[src/rtl/fp_norm_pack.sv]
// fp_norm_pack: normalises a raw FP-adder sum one shift per cycle and packs
// it into an IEEE-754 word (truncation, denormals flushed to zero).
// Ports:
//   i_clk, i_rst_n                : clock, async active-low reset
//   i_in_valid / o_in_ready       : raw sum handshake (ready only in IDLE)
//   i_in_sign, i_in_exp, i_in_frac: sign, biased exp, {carry, hidden, man}
//   o_out_valid / i_out_ready     : packed result handshake
//   o_out_result                  : packed {sign, exp, mantissa}
module fp_norm_pack #(
  parameter int EXP_W = 8,
  parameter int MAN_W = 23
) (
  input  logic                   i_clk,
  input  logic                   i_rst_n,
  input  logic                   i_in_valid,
  output logic                   o_in_ready,
  input  logic                   i_in_sign,
  input  logic [EXP_W-1:0]       i_in_exp,
  input  logic [MAN_W+1:0]       i_in_frac,
  output logic                   o_out_valid,
  input  logic                   i_out_ready,
  output logic [EXP_W+MAN_W:0]   o_out_result
);

  typedef enum logic [1:0] {
    IDLE = 2'd0,
    NORM = 2'd1,
    DONE = 2'd2
  } state_t;

  localparam logic [EXP_W:0] EXP_ONE = (EXP_W+1)'(1);
  localparam logic [EXP_W:0] EXP_INF = {1'b0, {EXP_W{1'b1}}};
  localparam logic [EXP_W:0] EXP_SAT = EXP_INF - EXP_ONE;

  state_t                 r_state, w_state;
  logic                   r_sign, w_sign;
  logic [EXP_W:0]         r_exp, w_exp;
  logic [MAN_W+1:0]       r_frac, w_frac;
  logic [EXP_W+MAN_W:0]   r_result, w_result;

  logic [EXP_W+MAN_W:0]   w_inf_word;
  logic [EXP_W+MAN_W:0]   w_zero_word;

  assign w_inf_word  = {r_sign, {EXP_W{1'b1}}, {MAN_W{1'b0}}};
  assign w_zero_word = {r_sign, {EXP_W{1'b0}}, {MAN_W{1'b0}}};

  always_comb begin
    w_state  = r_state;
    w_sign   = r_sign;
    w_exp    = r_exp;
    w_frac   = r_frac;
    w_result = r_result;
    unique case (r_state)
      IDLE: begin
        if (i_in_valid) begin
          w_sign  = i_in_sign;
          w_exp   = {1'b0, i_in_exp};
          w_frac  = i_in_frac;
          w_state = NORM;
        end
      end
      NORM: begin
        // Priority order matters: an all-ones input exponent wins over
        // everything, zero wins over the carry/hidden checks.
        if (r_exp == EXP_INF) begin
          w_result = w_inf_word;
          w_state  = DONE;
        end else if (r_frac == '0) begin
          w_result = w_zero_word;
          w_state  = DONE;
        end else if (r_frac[MAN_W+1]) begin
          if (r_exp >= EXP_SAT) begin
            w_result = w_inf_word;
            w_state  = DONE;
          end else begin
            w_frac = r_frac >> 1;
            w_exp  = r_exp + EXP_ONE;
          end
        end else if (r_frac[MAN_W]) begin
          w_result = {r_sign, r_exp[EXP_W-1:0], r_frac[MAN_W-1:0]};
          w_state  = DONE;
        end else begin
          // Exponent would reach the denormal range: flush to zero.
          if (r_exp <= EXP_ONE) begin
            w_result = w_zero_word;
            w_state  = DONE;
          end else begin
            w_frac = r_frac << 1;
            w_exp  = r_exp - EXP_ONE;
          end
        end
      end
      DONE: begin
        if (i_out_ready) w_state = IDLE;
      end
      default: w_state = IDLE;
    endcase
  end

  always_ff @(posedge i_clk or negedge i_rst_n) begin
    if (!i_rst_n) begin
      r_state  <= IDLE;
      r_sign   <= 1'b0;
      r_exp    <= '0;
      r_frac   <= '0;
      r_result <= '0;
    end else begin
      r_state  <= w_state;
      r_sign   <= w_sign;
      r_exp    <= w_exp;
      r_frac   <= w_frac;
      r_result <= w_result;
    end
  end

  assign o_in_ready   = (r_state == IDLE);
  assign o_out_valid  = (r_state == DONE);
  assign o_out_result = r_result;

endmodule

[config.mk]
export PLATFORM = sky130hd
export DESIGN_NAME = fp_norm_pack
export DESIGN_NICKNAME = d
export VERILOG_FILES = /design/src/rtl/fp_norm_pack.sv
export SDC_FILE = /design/constraint.sdc
export NUM_CORES = 1
export LEC_CHECK = 0
export BUFFER_PORTS_ARGS = -buffer_cell sky130_fd_sc_hd__buf_2
export CORE_UTILIZATION = 54
export CTS_CLUSTER_DIAMETER = 30
export DETAILED_ROUTE_END_ITERATION = 7
export PLACE_DENSITY = 0.82
export SYNTH_ARGS = -nofsm -noshare
export SYNTH_HDL_FRONTEND = slang
export SYNTH_SLANG_ARGS = --single-unit
[constraint.sdc]
create_clock -name i_clk -period 2.9 [get_ports i_clk]
set_input_delay 0.435 -clock i_clk [delete_from_list [all_inputs] [get_ports i_clk]]
set_output_delay 0.435 -clock i_clk [all_outputs]
set_load 0.1 [all_outputs]
==> run metrics <==
status finished, final reports clean; CTS max path bufs 2; vias in the first global route 3,206; Tightest Hold Check Type input pin to asynchronous set/reset pin; share of post-route cells with drive strength above 1 29.2%; die height 87.7 µm; global-route wire length before repair 15.9 mm; worst setup path startpoint r_exp[2]$_DFFE_PN0P_; Top Ports 72; setup_tns 0 ns; pin count of the biggest net entering global routing 26; mean area per synthesized cell 9.82 µm²; Netlist cell types 49; via count 3,450; Mapped Cells 404; drt via density 6.00; CTS Buf Count 9; Synth Warn # 0; most frequent cells after synthesis dfrtp_1, nor2_1, nand2_1; Post-DP HPWL 6.72 mm; final antenna-violating net count 0; Mapped Area 0.00397 mm²; layout net count 517; post-CTS setup buffer count 0; top_reg_cell synth dfrtp_1; asr flop ratio synth 100%; CTS tree built; Area Overhead vs Synth 17.5%; Fmax 373 MHz; First-pass DRT Iterations 5; Post-CTS Hold Buffers 0; clock sink total 69; Die X-Extent 87.7 µm; crit share post-route 92.4%; Tot GR Track Use 27.0%; DR iter-0 viols 234; top post-synthesis cells by area dfrtp_1, mux2_4, mux2i_1, nor2_1, a221oi_1; Worst-Margin Slew 0.743 ns; die area 0.00769 mm²; Finish-stage setup viols 0; clock skew 0.00755 ns; n_diodes 0; fillers 547; maximum fanout along the worst path 13; Core ar. 0.00694 mm²; Final Hold Vio Count 0; RSZ-0062 raised after global routing no; max_cap viols 0; Clock Latency Late Sink 0.35 ns; Critical Path Start Type flop; number of synthesized register bits 69; CP endpoint kind flop; Final Critical Period 2.68 ns; GRT overflow 0; Synth area leader dfrtp_1; relative slew slack 50.5%; Root Driver clkbuf_8; Reg2Reg Depth 8; Synth top area share 43.5%; CP Data Required Time 3.17 ns; wire per inst 16.7 µm; Routed WL 9.63 mm; r2r startpoint r_exp[2]$_DFFE_PN0P_; GPL Wtd Cong 0.897; initial core utilization 57.1%; top-count cell post-synth dfrtp_1; Core Rows 30; max-slew violations 0; Port-buffer cells 71; critical path class flop to flop; DRC 0; PostCTS Resize Cnt 0; Mapped Nets 447; H-tree Lvls 3; EDFF count, synth 0; Clock Pin Slew Worst Setup and Hold Paths 0.08 ns; initial antenna violation count 0; arrival time of the worst setup path 2.95 ns; post-synthesis sequential area ratio 43.5%
-- worst paths after layout --
| check | to | slack (ns) |
|---|---|---|
| min reg2reg | o_out_result[26]$_DFFE_PN0P_ | 0.49 |
| max reg2reg | o_out_result[14]$_DFFE_PN0P_ | 0.22 |
| min in group i_clk | r_state[1]$_DFFE_PN0P_ | 0.26 |
| max | o_out_result[14]$_DFFE_PN0P_ | 0.22 |
| min | o_out_result[26]$_DFFE_PN0P_ | 0.05 |
| max in group asynchronous | o_out_result[14]$_DFFE_PN0P_ | 2.11 |
-- per-stage QoR --
stage / setup WS (ns) / instance area [µm²] / hold WS (ns) / utilization (%) / cells
detailed placement: 0.235 / 4440 / 0.439 / 64.0 / 559
global placement: 0.385 / 4440 / 0.434 / 64.0 / 559
global route: 0.0242 / 4660 / 0.0759 / 67.2 / 575
finish: 0.220 / 4660 / 0.0499 / 67.2 / 575
floorplan: 0.579 / 3970 / 0.139 / - / 404
CTS: 0.204 / 4660 / 0.0595 / 67.2 / 575
-- critical path, cell delays in order, from the launching register on --
cell     delay (ns)
dfrtp_1        0.54
and4_1         0.30
and4_1         0.23
ha_1           0.19
inv_1          0.11
o21ai_0        0.25
o21ai_4        0.41
buf_4          0.33
mux2i_1        0.23
-- cells in the final DEF, fill, tap and decap left out, types with 2 or more instances in the layout --
| cell | synthesis | routed |
|---|---|---|
| mux2_4 | 16 | 16 |
| o211ai_1 | 8 | 8 |
| a221oi_1 | 22 | 22 |
| ha_1 | 5 | 5 |
| a21oi_4 | 2 | 2 |
| buf_2 | 9 | 71 |
| bufinv_16 | 0 | 2 |
| nand2_1 | 42 | 42 |
| nand3_1 | 7 | 7 |
| a31oi_1 | 3 | 3 |
| dfrtp_1 | 69 | 69 |
| mux2i_1 | 22 | 22 |
| a21oi_1 | 11 | 11 |
| nand2b_1 | 5 | 5 |
| or3_1 | 8 | 8 |
| nor2_1 | 52 | 52 |
| buf_4 | 0 | 18 |
| inv_1 | 26 | 26 |
| clkinvlp_4 | 0 | 2 |
| nor3_1 | 5 | 5 |
| mux2_1 | 6 | 6 |
| clkbuf_8 | 0 | 9 |
| nor4_1 | 8 | 8 |
| mux2_2 | 11 | 11 |
| o21ai_0 | 4 | 4 |
| and3_1 | 9 | 9 |
| nand4_1 | 2 | 2 |
| a32o_1 | 2 | 2 |
| nor2b_1 | 5 | 4 |
| o22ai_1 | 2 | 2 |
| and4_1 | 3 | 3 |
-- sequential cells by signal, summed over array words and instances (netlist names) --
| register | count |
|---|---|
| o_out_result | 32 |
| r_frac | 25 |
| r_exp | 9 |
| r_state | 2 |
| r_sign | 1 |
-- kinds of logic (layout without fill, tap and decap cells) --
| family | after synthesis | in the layout | synth area share, % |
|---|---|---|---|
| simple gates | 153 | 153 | 18.6 |
| flops | 69 | 69 | 43.5 |
| compound gates | 65 | 65 | 13.5 |
| buf+inv | 56 | 131 | 6.15 |
| mux | 55 | 55 | 16.4 |
| fa+ha+maj | 5 | 5 | 1.58 |
| xor+xnor | 1 | 1 | 0.221 |
-- layout make-up --
cell class | instances | area [µm²] | area share (%)
clock buffer | 9 | 124 | 2.66
clock inverter | 7 | 97.6 | 2.09
inverter | 26 | 97.6 | 2.09
multi-input combinational | 279 | 2010 | 43.0
sequential | 69 | 1730 | 37.0
tap | 96 | 120 | 2.58
timing repair buffer | 89 | 490 | 10.5
-- per-layer routing --
metal	GRT usage (%)	part of all wire [%]	vias to the layer above
li1	-	-	1584
met1	36.6	43	1669
met2	43.3	48	177
met3	3.49	6.7	20
met4	12.2	2.3	0
met5	0	0	-
Power is left out: the tool's default activity adds up to more than one toggle a clock period on the data nets, which glitch-free logic cannot reach.
